`config.mk`:
```
export PLATFORM = sky130hd
export DESIGN_NAME = mac_operand_feeder
export DESIGN_NICKNAME = d
export VERILOG_FILES = /design/src/rtl/mac_pkg.sv /design/src/rtl/mac_operand_buffer.sv /design/src/rtl/mac_operand_feeder.sv
export SDC_FILE = /design/constraint.sdc
export NUM_CORES = 1
export LEC_CHECK = 0
export CORE_AREA = 2 2 217 219
export DETAILED_ROUTE_END_ITERATION = 6
export DIE_AREA = 0 0 219 221
export GPL_ROUTABILITY_DRIVEN = 0
export SETUP_SLACK_MARGIN = 0.1
export SYNTH_ARGS = -nofsm -noshare
export SYNTH_HDL_FRONTEND = slang
export SYNTH_SLANG_ARGS = --single-unit
```
`constraint.sdc`:
```
create_clock -name clk -period 5.1 [get_ports clk]
set_input_delay 0.51 -clock clk [delete_from_list [all_inputs] [get_ports clk]]
set_output_delay 0.51 -clock clk [all_outputs]
set_load 0.03 [all_outputs]
```
`src/rtl/mac_pkg.sv`:
```
// Shared MAC-array definitions: feeder state encodings and the operand
// handshake bit ordering that both the MAC and its feeders agree on.
`default_nettype none

package mac_pkg;

  localparam logic [2:0] FEED_IDLE   = 3'd0;
  localparam logic [2:0] FEED_SKEW   = 3'd1;
  localparam logic [2:0] FEED_SEND   = 3'd2;
  localparam logic [2:0] FEED_FINISH = 3'd3;
  localparam logic [2:0] FEED_DONE   = 3'd4;

  typedef enum logic [2:0] {
    ST_IDLE   = FEED_IDLE,
    ST_SKEW   = FEED_SKEW,
    ST_SEND   = FEED_SEND,
    ST_FINISH = FEED_FINISH,
    ST_DONE   = FEED_DONE
  } feed_state_t;

  // Bit positions of the operand handshake status vector {finished, waiting}.
  localparam int HS_W        = 2;
  localparam int HS_WAITING  = 0;
  localparam int HS_FINISHED = 1;

endpackage

`default_nettype wire

```
`src/rtl/mac_operand_buffer.sv`:
```
// Operand vector storage: one synchronous write port, one asynchronous
// read port, no reset.
`default_nettype none

module mac_operand_buffer #(
  parameter int DATA_WIDTH = 32,
  parameter int DEPTH      = 16,
  parameter int ADDR_W     = $clog2(DEPTH)
) (
  input  logic                  clk,
  input  logic                  wr_en,
  input  logic [ADDR_W-1:0]     wr_addr,
  input  logic [DATA_WIDTH-1:0] wr_data,
  input  logic [ADDR_W-1:0]     rd_addr,
  output logic [DATA_WIDTH-1:0] rd_data
);

  logic [DATA_WIDTH-1:0] mem [DEPTH];

  always_ff @(posedge clk) begin
    if (wr_en) begin
      mem[wr_addr] <= wr_data;
    end
  end

  assign rd_data = mem[rd_addr];

endmodule

`default_nettype wire

```
`src/rtl/mac_operand_feeder.sv`:
```
// Transmit end of the MAC operand port: streams a buffered vector one element
// per handshake after a programmable skew, then sends the finish token.
`default_nettype none

module mac_operand_feeder
  import mac_pkg::*;
#(
  parameter int DATA_WIDTH = 32,
  parameter int DEPTH      = 16,
  parameter int ADDR_W     = $clog2(DEPTH),
  parameter int SKEW_W     = 4
) (
  input  logic                  clk,
  input  logic                  rst,
  input  logic                  wr_en,
  input  logic [ADDR_W-1:0]     wr_addr,
  input  logic [DATA_WIDTH-1:0] wr_data,
  input  logic                  start,
  input  logic [ADDR_W:0]       len,
  input  logic [SKEW_W-1:0]     skew,
  output logic                  busy,
  output logic                  done,
  output logic [DATA_WIDTH-1:0] D_out,
  output logic                  D_out_waiting,
  output logic                  D_out_finished,
  input  logic                  D_out_ready
);

  localparam int              LEN_W   = ADDR_W + 1;
  localparam logic [LEN_W-1:0] LEN_MAX = LEN_W'(DEPTH);

  feed_state_t       state_q, state_d;
  logic [ADDR_W-1:0] idx_q, idx_d;
  logic [SKEW_W-1:0] skew_q, skew_d;
  logic [LEN_W-1:0]  len_q, len_d;

  logic [HS_W-1:0]       hs;
  logic                  xfer;
  logic [DATA_WIDTH-1:0] rd_data;

  mac_operand_buffer #(
    .DATA_WIDTH (DATA_WIDTH),
    .DEPTH      (DEPTH),
    .ADDR_W     (ADDR_W)
  ) u_buffer (
    .clk     (clk),
    .wr_en   (wr_en & ~busy),
    .wr_addr (wr_addr),
    .wr_data (wr_data),
    .rd_addr (idx_q),
    .rd_data (rd_data)
  );

  always_ff @(posedge clk) begin
    if (rst) begin
      state_q <= ST_IDLE;
      idx_q   <= '0;
      skew_q  <= '0;
      len_q   <= '0;
    end else begin
      state_q <= state_d;
      idx_q   <= idx_d;
      skew_q  <= skew_d;
      len_q   <= len_d;
    end
  end

  // Moore outputs: nothing below depends on D_out_ready.
  always_comb begin
    hs              = '0;
    hs[HS_WAITING]  = (state_q == ST_SEND);
    hs[HS_FINISHED] = (state_q == ST_FINISH);
  end

  assign busy           = (state_q != ST_IDLE);
  assign done           = (state_q == ST_DONE);
  assign D_out_waiting  = hs[HS_WAITING];
  assign D_out_finished = hs[HS_FINISHED];
  assign D_out          = hs[HS_WAITING] ? rd_data : '0;
  assign xfer           = (|hs) & D_out_ready;

  always_comb begin
    state_d = state_q;
    idx_d   = idx_q;
    skew_d  = skew_q;
    len_d   = len_q;
    unique case (state_q)
      ST_IDLE: begin
        if (start) begin
          len_d  = (len > LEN_MAX) ? LEN_MAX : len;
          skew_d = skew;
          idx_d  = '0;
          if (skew != '0)     state_d = ST_SKEW;
          else if (len != '0) state_d = ST_SEND;
          else                state_d = ST_FINISH;
        end
      end
      ST_SKEW: begin
        skew_d = skew_q - SKEW_W'(1);
        if (skew_q == SKEW_W'(1)) begin
          state_d = (len_q != '0) ? ST_SEND : ST_FINISH;
        end
      end
      ST_SEND: begin
        // The last index is held rather than incremented so len=DEPTH never wraps.
        if (xfer) begin
          if ({1'b0, idx_q} == len_q - LEN_W'(1)) state_d = ST_FINISH;
          else                                   idx_d   = idx_q + ADDR_W'(1);
        end
      end
      ST_FINISH: begin
        if (xfer) state_d = ST_DONE;
      end
      ST_DONE: begin
        state_d = ST_IDLE;
      end
      default: begin
        state_d = ST_IDLE;
      end
    endcase
  end

endmodule

`default_nettype wire
```
==> results.txt, run 1 <==
The flow ran to the end, and the final reports show no timing, DRC or antenna violations. The remaining antenna violation count is 0. Of the total synthesized cell area, the portion taken by AND, OR, NAND and NOR gates is 3.129%. The total leakage power came out at 7.338 nW.

The class of the worst hold path is reg -> reg. The final worst-path setup slack came out at 1.037 ns. Hold repair after CTS inserted 0 buffers. The met2 routing resource usage after global routing came out at 31.77%. The count of pins over their slew limit came out at 0. By area, the combinational part of the netlist is dominated by multiplexers. The total of max-cap violations is 0. Post-CTS timing repair inserted 0 buffers for setup. The port buffer count came out at 85.

The maximum cell stage delay along the critical path is 0.69 ns. The final number of hold-violating endpoints was 0. The number of global-route vias before repair was 10022. Of all nets on the critical path, the largest fanout is 25. STA puts the critical path data required time at 4.59 ns. The worst setup slack for register-to-register paths came out at 1.98 ns.

The arrival time of data at the critical path endpoint came out at 3.55 ns. The initial cell density of the core is 44.70%. The clock period minus final worst setup slack came out at 4.063 ns. The transition at the pin with the smallest max-transition slack is 1.100 ns.

The commonest non-fill, non-tap cell in the layout is edfxtp_1. The headroom to the max-slew limit is 26.28%. The total setup violations reported at the end of the flow came out at 0. After synthesis, the mean cell area works out to 22.85 sq um. The final hold slack is 0.4790 ns. The routing layer with the top usage in global route is met2.

The post-CTS clock slew at the launch and capture registers of the worst setup and hold paths is 0.06 ns. The half-perimeter wire length after placement is 24.47 mm. The number of clock sinks seen by CTS is 532. The final antenna diode count came out at 0. Row generation in the floorplan step produced 79 rows. The library cells used most frequently in the layout, excluding fill and tap cells, are 512 x edfxtp_1, 155 x mux4_2, 85 x clkdlybuf4s50_1. The compound-gate portion of the synthesized area is 0.6806%. The worst voltage drop across the vdd grid is 0.2597 mV. The proportion of synthesized flip-flops having asynchronous set or reset is 0%. The number of standard cells after synthesis is 901. After detailed routing, the average wire length per cell comes to 26.81 um.

The sequential share of the synthesized area is 76.61%. Synthesis instantiated 41 different standard cells from the library. The vias after detailed routing is 9508. The CTS buffer count is 55. The worst setup path is captured at an output port. The floorplan step defined a die boundary enclosing 48400 sq um. The remaining global-route overflow came out at 0. The number of antenna violations at the first check in global routing is 2.

After detailed routing, the number of remaining DRC violations is 0. The cell area after synthesis came out at 20590 sq um. The number of nets in the synthesized netlist is 955.

The net count reported at finish is 1088. The total number of yosys warnings came out at 0. The area of the core came out at 46060 sq um. Of the cells placed in the final design, the portion with a size suffix greater than 1 is 26.35%. Entering global routing, the biggest net connects 46 pins. For met3 alone, demand over resource in global routing was 3.478%. The share of synthesized cell area in full adder, half adder and majority cells came out at 0.2431%. The I/O pin total is 86. The chip width came out at 219 um. The mux contribution to synthesized area is 17.89%. The via-per-instance ratio came out at 5.656. Global routing consumed, on the met1 layer, 26.89% of the routing resources. The worst setup path is launched from a flop. After layout, the design draws a total of 10.15 mW. The buffer type at the clock tree root is clkbuf_16. The ratio of final minimum period to clock period came out at 79.68%. Compared with the post-synthesis result, the final layout area differs by 17.03%. In this run, synthesis inferred 512 flip-flops with an integrated enable. The worst slack after detailed placement came out at 1.610 ns. The ratio of total power to cell area came out at 421.4 nW/um^2. The flip-flop and latch count after synthesis is 532. Walking the worst path, the cells encountered are buf_4 > mux4_1 > mux4_2 > and2_1 > clkdlybuf4s50_1. The slowest stage of the critical path belongs to the cell dfxtp_4. The later-pin clock latency in the skew report came out at 0.61 ns. The first global-routing pass estimated 67.25 mm of wire. The upper clock frequency limit is 246.1 MHz. The number of cells upsized or downsized after cts is 0. The TritonCTS clock tree is built. The first-pass detailed-route iteration total is 5. The number of DRC markers after the initial detailed-route iteration is 914. Setup repair after global routing left no endpoint under its margin. In this design, the largest share of critical-path delay is due to multiplexers. In the synthesized netlist the dominant register cell turns out to be edfxtp_1. The total buffers and inverters traversed by the critical path came out at 2. The die is 221 um tall. Of the total synthesized cell area, the portion taken by XOR and XNOR cells is 0.2127%. The clock passes through at most 3 buffers. The all-layer global routing usage is 19.21%. The detailed-route wire length is 45.06 mm. The worst clock skew is 0.01655 ns. The worst setup path is of the reg -> out kind. In the final timing run, aggregate negative setup slack is 0 ns. The level count of the clock H-tree came out at 2.
-- cell type report --
class                           instances  area (sq um)
Tap cell                              607         759.5
Clock buffer                           65          1414
Multi-Input combinational cell        321          4673
Timing Repair Buffer                  118          1161
Sequential cell                       532         15790
Clock inverter                         32         281.5
Fill cell                            3605         21960
Inverter                                6         22.52
-- state kept, by name (all words and copies together), names as in the netlist, named ones only --
name,count
u_buffer.mem,512
len_q,5
idx_q,4
state_q,3
skew_q,4
-- worst paths after layout --
check,start,to,cells after the start
max,flop,D_out[3],5
min,len_q[1],len_q[1],2
max reg2reg,state_q[1],u_buffer.mem[14][23],4
min reg2reg,len_q[1],len_q[1],2
-- metal layers --
metal	vias up	share of wire, %	wire (um)
met2	262	50	22640
met4	4	1.6	736
met1	5114	43	19370
li1	4070	-	-
met3	58	5.1	2287
met5	-	0.062	28
-- worst register-to-register path, stage by stage (launching register included) --
cell	delay (ns)
dfxtp_1	0.39
nor3_1	0.60
nand4b_1	0.52
nor2_4	0.81
buf_4	0.47
-- stage by stage --
| step | util, % | std cells | area (sq um) |
|---|---|---|---|
| 3_3_place_gp | 48.63 | 1584 | 22400 |
| 3_5_place_dp | 48.63 | 1584 | 22400 |
| 6_report | 52.31 | 1681 | 24100 |
| 5_1_grt | 52.31 | 1681 | 24100 |
| 4_1_cts | 52.31 | 1681 | 24100 |
| 2_1_floorplan | - | 901 | 20590 |
-- power by group --
part	internal [mW]	total [mW]	switching (mW)
combinational	0.654	1.33	0.676
sequential	4.92	5.01	0.0916
clock	2.18	3.81	1.63
-- cell families (layout without fill, tap and decap cells) --
logic type / Yosys count / in the layout
xor gates and xnor gates: 5 / 5
buffers and inverters: 48 / 221
AOI/OAI and AO/OA: 22 / 22
DFF: 532 / 532
adders and majority gates: 4 / 4
muxes: 166 / 166
and+or+nand+nor: 124 / 124
-- cells in the mapped netlist (6+ instances only) --
master    number  area (sq um)
edfxtp_1     512         15370
inv_1          6         22.52
nand3_1        9         45.04
clkbuf_1      19         71.32
nand2_1       25         93.84
dfxtp_1       20         400.4
and2_1        35         219.0
mux4_2       155          3491
a21oi_1       11         55.05
nor3_1         8         40.04
buf_4         10         75.07
nor2_1        26         97.59
Note: power is estimated with default switching activity, not from simulation.
==> inputs of run 2 (changes only) <==
Clock period 5.1 ns to 3.7 ns, I/O delays scaled along.
==> results.txt, run 2 (synthesis results as in run 1) <==
The initial cell density of the core is 44.70%. The half-perimeter wire length after placement came out at 22.80 mm. The number of buffers on the longest clock path is 3. The number of antenna violations at the first check in global routing came out at 2. The initialized floorplan defines 79 standard-cell rows. The type of element capturing the critical path is an output port. The number of global-route vias before repair came to 10037. Entering global routing, the biggest net connects 50 pins. The number of DRC markers after the initial detailed-route iteration is 812.

The number of flip-flops in the largest register is 512. The finished layout cell area came out at 24380 sq um. The remaining antenna violation count came out at 0. The worst hold path belongs to the class in -> reg. The storage element area came out at 15790 sq um. The remaining design rule violation count came out at 0. TritonCTS built the clock tree. The multi-input logic area came out at 4698 sq um. The ratio of total power to cell area is 576.0 nW/um^2. The number of clock sinks seen by CTS is 532. The register with the most flip-flops in the final layout is u_buffer.mem.

The worst-case IR drop observed on VDD is 0.3561 mV. The count of pins over their slew limit came to 0. Across the run, the number of max-cap violations was 0. The floorplan die height is 221 um. The critical path class is reg -> out. CTS built an H-tree with a depth of 2. The detailed-route wire length is 45.68 mm. Across all setup checks in the final design, the least slack found is 0.2972 ns. The filler cell count in the final layout came out at 3619. The post-place instance area came out at 22550 sq um.

The chip width is 219 um. The I/O pin total came out at 86. The final antenna diode count is 0. The worst slack after detailed placement came out at 0.6340 ns.

The clock period minus final worst setup slack came out at 3.403 ns. Setup repair after global routing left no endpoint under its margin. The library cells used most frequently in the layout, excluding fill and tap cells, are 512 x edfxtp_1, 155 x mux4_2, 56 x clkbuf_16. The run finished with clean final reports. The overall die area is 48400 sq um. The average wire per standard cell is 27.11 um.

In this run the static leakage power is 7.736 nW. Leaving out fill and tap cells, the most frequent cell in the layout is edfxtp_1. The net count reported at finish is 1089. The post-route netlist has 26.35% of its cells at a drive strength greater than 1. In this run the standard cell core region covers 46060 sq um. The first global-routing pass estimated 68.14 mm of wire. The root buffer cell chosen for the clock tree is clkbuf_16. The final number of hold-violating endpoints came out at 0. For this run, the total global-route usage over all layers was measured as 19.57%. In the finished design, the share of the clock period the worst path needs comes to 91.97%.

Setup violations remaining at the end of the flow were counted as 0. The vias after detailed routing came out at 9540. The final hold slack came out at 0.3844 ns.

The first-pass detailed-route iteration total came out at 5. The largest registers in the layout are u_buffer.mem: 512 flops, len_q: 5 flops. At the worst endpoint, the arrival time is 3.03 ns. The required time of the critical path came out at 3.33 ns. The area growth from synthesis to layout came out at 18.42%.

At the pin with the least slew margin, the transition time is 0.7277 ns. Counting the buffers created by CTS gives 55. The worst setup path is launched from a flop. For this run, the share of the core covered by cells in the final layout is 52.94%. The remaining global-route overflow came out at 0. The via-per-instance ratio came out at 5.662. Clock skew on the completed layout was measured at 0.02093 ns. The total of hold buffers inserted after clock tree synthesis came out at 0. The maximum fanout count along the critical path is 19.

The headroom to the max-slew limit came out at 51.49%. The upper clock frequency limit is 293.9 MHz. The aggregate negative setup slack is 0 ns. Clock latency on the worst-skew pair, taken at its later pin, is 0.60 ns. The post-CTS clock slew at the launch and capture registers of the worst setup and hold paths came out at 0.06 ns. In this run the tool buffered the top-level ports with 85 buffer cells.
## run 2: cell count changes in the layout (fill, tap and decap cells not counted), moves of 3 or more
cell | previous run | this run
dlymetal6s2s_1 | 0 | 12
buf_12 | 5 | 15
nor3_4 | 0 | 4
bufbuf_16 | 0 | 3
nor3_2 | 4 | 0
buf_4 | 28 | 13
buf_16 | 0 | 3
clkdlybuf4s50_1 | 85 | 53
dlygate4sd2_1 | 0 | 20
## run 2: worst paths after layout
path	from	cells after the start	endpoint	slack (ns)
min reg2reg	len_q[1]	2	len_q[1]	0.48
max	flop	6	D_out[17]	0.30
max reg2reg	state_q[1]	5	u_buffer.mem[12][19]	0.87
min	skew[0]	3	skew_q[0]	0.38
## run 2: final cells by class
class / instances / area share [%]
clock buffer: 67 / 5.916
clock inverter: 33 / 0.9852
inverter: 6 / 0.09236
multi-input combinational: 321 / 19.27
sequential: 532 / 64.74
tap: 607 / 3.115
timing repair buffer: 119 / 5.880
## run 2: per-layer routing
metal / GRT usage, % / vias to the layer above / routed length, um
met4: 4.381 / 2 / 741
met3: 3.601 / 60 / 2272
li1: - / 4092 / -
met2: 32.56 / 235 / 23180
met1: 27.12 / 5151 / 19480
met5: 0 / - / 13
## run 2: per-stage QoR
stage	instances	power, mW
after global placement	1580	8.923
after detailed placement	1580	8.934
after global routing	1685	14.59
after floorplan	901	8.306
final	1685	14.05
after CTS	1685	14.22
## run 2: critical path, cell delays in order, from the launching register on
cell	delay, ns
dfxtp_4	0.35
buf_12	0.16
bufbuf_16	0.36
mux4_2	0.52
mux4_2	0.45
and2_1	0.22
dlygate4sd2_1	0.37
## run 2: report_power, final
part,total [mW],switching (mW),internal (mW)
registers,6.87,0.0893,6.78
logic,2.00,1.01,0.996
clock network,5.17,2.21,2.96
total,14.0,3.31,10.7
## run 2: timing repair
item                                   4_1_cts  5_1_grt
gates cloned                                 3        0
setup endpoints to repair                   28       12
gates resized for setup                     23       12
setup buffers                                2        0
endpoints found under the hold margin        0        0
==> inputs of run 3 (changes only) <==
--- a/config.mk
+++ b/config.mk
@@ -7,5 +7,6 @@
 export LEC_CHECK = 0
-export CORE_AREA = 2 2 217 219
+export CAP_MARGIN = 10
+export CORE_AREA = 2 2 230 232
 export DETAILED_ROUTE_END_ITERATION = 6
-export DIE_AREA = 0 0 219 221
+export DIE_AREA = 0 0 232 234
 export GPL_ROUTABILITY_DRIVEN = 0
--- a/constraint.sdc
+++ b/constraint.sdc
@@ -3,2 +3,2 @@
 set_output_delay 0.37 -clock clk [all_outputs]
-set_load 0.03 [all_outputs]
+set_load 0.02 [all_outputs]
==> results.txt, run 3 (synthesis results as in run 1) <==
The flow ran to the end, and the final reports show no timing, DRC or antenna violations. The final antenna diode count is 0. STA classifies the critical path startpoint as a flop. The ratio of total power to cell area came out at 572.7 nW/um^2. In this run the count of I/O pins placed on the die edge is 86.

The detailed router finished its first iteration with 834 violations. The final number of hold-violating endpoints was 0. Buffers placed on the I/O ports in this run total 85. Detailed routing inserted a total of 9499 vias. Clock-pin slew was measured on the worst setup and hold paths at 0.06 ns. For the pin with the worst max-slew slack, the measured transition is 0.7077 ns. Broken down by cell family, the worst path's largest delay share belongs to multiplexers. Setup violations remaining at the end of the flow were counted as 0. The area of the core is 52020 sq um. The finished layout holds 1756 standard cells, fillers aside. The worst clock skew came out at 0.01055 ns. Summing all non-filler instances in the final layout gives an area of 24440 sq um. The overall die area came out at 54290 sq um. The average wire per standard cell is 25.79 um. Ranked by flip-flop count, first place goes to u_buffer.mem. In this run the core area contains 84 standard-cell rows.

The final worst-path setup slack is 0.1450 ns. The count of pins over their slew limit is 0. The CTS buffer count came out at 53. TritonCTS built the clock tree. The detailed-route wire length is 45.29 mm. The final hold slack is 0.3996 ns. Setup repair after global routing could not meet its margin everywhere. The clock period minus final worst setup slack is 3.555 ns.

The upper clock frequency limit is 281.3 MHz. The largest net degree at the start of global routing came out at 45. The remaining global-route overflow came out at 0. The later-pin clock latency in the skew report came out at 0.60 ns.

The aggregate negative setup slack is 0 ns. The remaining design rule violation count came out at 0. The number of antenna violations at the first check in global routing is 4.

The first global-routing pass estimated 67.15 mm of wire. The half-perimeter wire length after placement came out at 23.03 mm. The tree is rooted in a clkbuf_16.

The type of element capturing the critical path is an output port. The number of flip-flops in the largest register is 512. The via-per-instance ratio is 5.409. The library cell used most frequently in the layout, excluding fill and tap cells, is edfxtp_1. The level count of the clock H-tree is 2.

The post-place instance area is 22740 sq um. After detailed placement, the design holds a cell count of 1663. In the layout the commonest cells are 512 x edfxtp_1, 155 x mux4_2, 85 x clkdlybuf4s50_1. For this run, the detailed router's first-pass iteration total came to 5. The arrival time of data at the critical path endpoint came out at 3.18 ns. The class of the worst hold path is in -> reg. The headroom to the max-slew limit is 52.71%. After layout, the design draws a total of 14.00 mW. On the worst path, the slowest cell contributes a delay of 0.61 ns. The signal on the critical path passes through buf_12 > mux4_1 > mux4_2 > and2_1 > clkdlybuf4s50_1. The ratio of final minimum period to clock period came out at 96.08%. The critical path is of the reg -> out type. The total leakage power is 7.382 nW. The number of buffers on the longest clock path came out at 3. The number of clock sinks seen by CTS came out at 532.

The worst slack after detailed placement came out at 0.6977 ns. The fraction of final layout cells sized beyond drive strength 1 is 26.50%. The all-layer global routing usage came out at 17.16%. The master of the slowest instance on the critical path is mux4_1.

Relative to the synthesized area, the layout overhead comes to 18.70%. After clock tree synthesis, the flow added hold-fix buffers numbering 0. The net count reported at finish came out at 1085. Once the floorplan was initialized, standard cells occupied 39.58% of the core.

Once layout is complete, the utilization of the core stands at 46.98%. The total buffers and inverters traversed by the critical path is 2. Measured along the x axis, the die boundary spans 232 um. The number of global-route vias before repair came to 10008. For the worst setup path, the data required time is 3.33 ns. In the final layout, the registers with the most flip-flops are u_buffer.mem: 512 flops, len_q: 5 flops. The floorplan step set the die height to 234 um. The worst voltage drop across the vdd grid is 0.3784 mV. The maximum fanout count along the critical path is 38. The remaining antenna violation count is 0. The tool flagged a number of max-cap violations equal to 0.
==> run 3: cell count changes in the layout (fill, tap and decap cells not counted), moves of 5 or more <==
cell             before  now
dlymetal6s2s_1       12    0
buf_12               15   22
dlygate4sd2_1        20    0
buf_4                13    8
clkinv_1             17   11
clkdlybuf4s50_1      53   85
==> run 3: worst min-delay path, stage by stage <==
cell	delay (ns)
clkdlybuf4s50_1	0.42
nand2_1	0.07
a31oi_1	0.07
==> run 3: worst paths after layout <==
path / start / end / slack [ns] / cells after the start
min reg2reg: len_q[1] / len_q[1] / 0.49 / 2
min: skew[0] / skew_q[0] / 0.40 / 3
max: flop / D_out[1] / 0.15 / 5
max reg2reg: len_q[0] / flop / 1.19 / 7
==> run 3: area by class of cell <==
type                       count  area [sq um]
timing repair buffer         117          1390
multi-input combinational    321          4698
fill                        4219         27580
inverter                       6         22.52
tap                          688         860.8
clock inverter                29         279.0
sequential                   532         15790
clock buffer                  63          1406
==> run 3: routing by layer <==
metal / up-vias / track usage, % / routed length, um
met1: 5136 / 23.48 / 19690
met4: 6 / 4.728 / 916
met3: 71 / 2.785 / 2031
met2: 223 / 28.72 / 22610
met5: - / 0 / 35
li1: 4063 / - / -
==> run 3: where the power goes <==
group | switching [mW] | internal (mW) | total [mW]
registers | 0.0796 | 6.78 | 6.86
logic | 0.940 | 0.946 | 1.89
clock network | 2.21 | 3.04 | 5.25
total | 3.23 | 10.8 | 14.0
==> run 3: what timing repair did <==
item                       4_1_cts  5_1_grt
setup endpoints to repair        5       14
resized for setup                1        0
gates cloned                     0        0
buffers inserted                 1        0
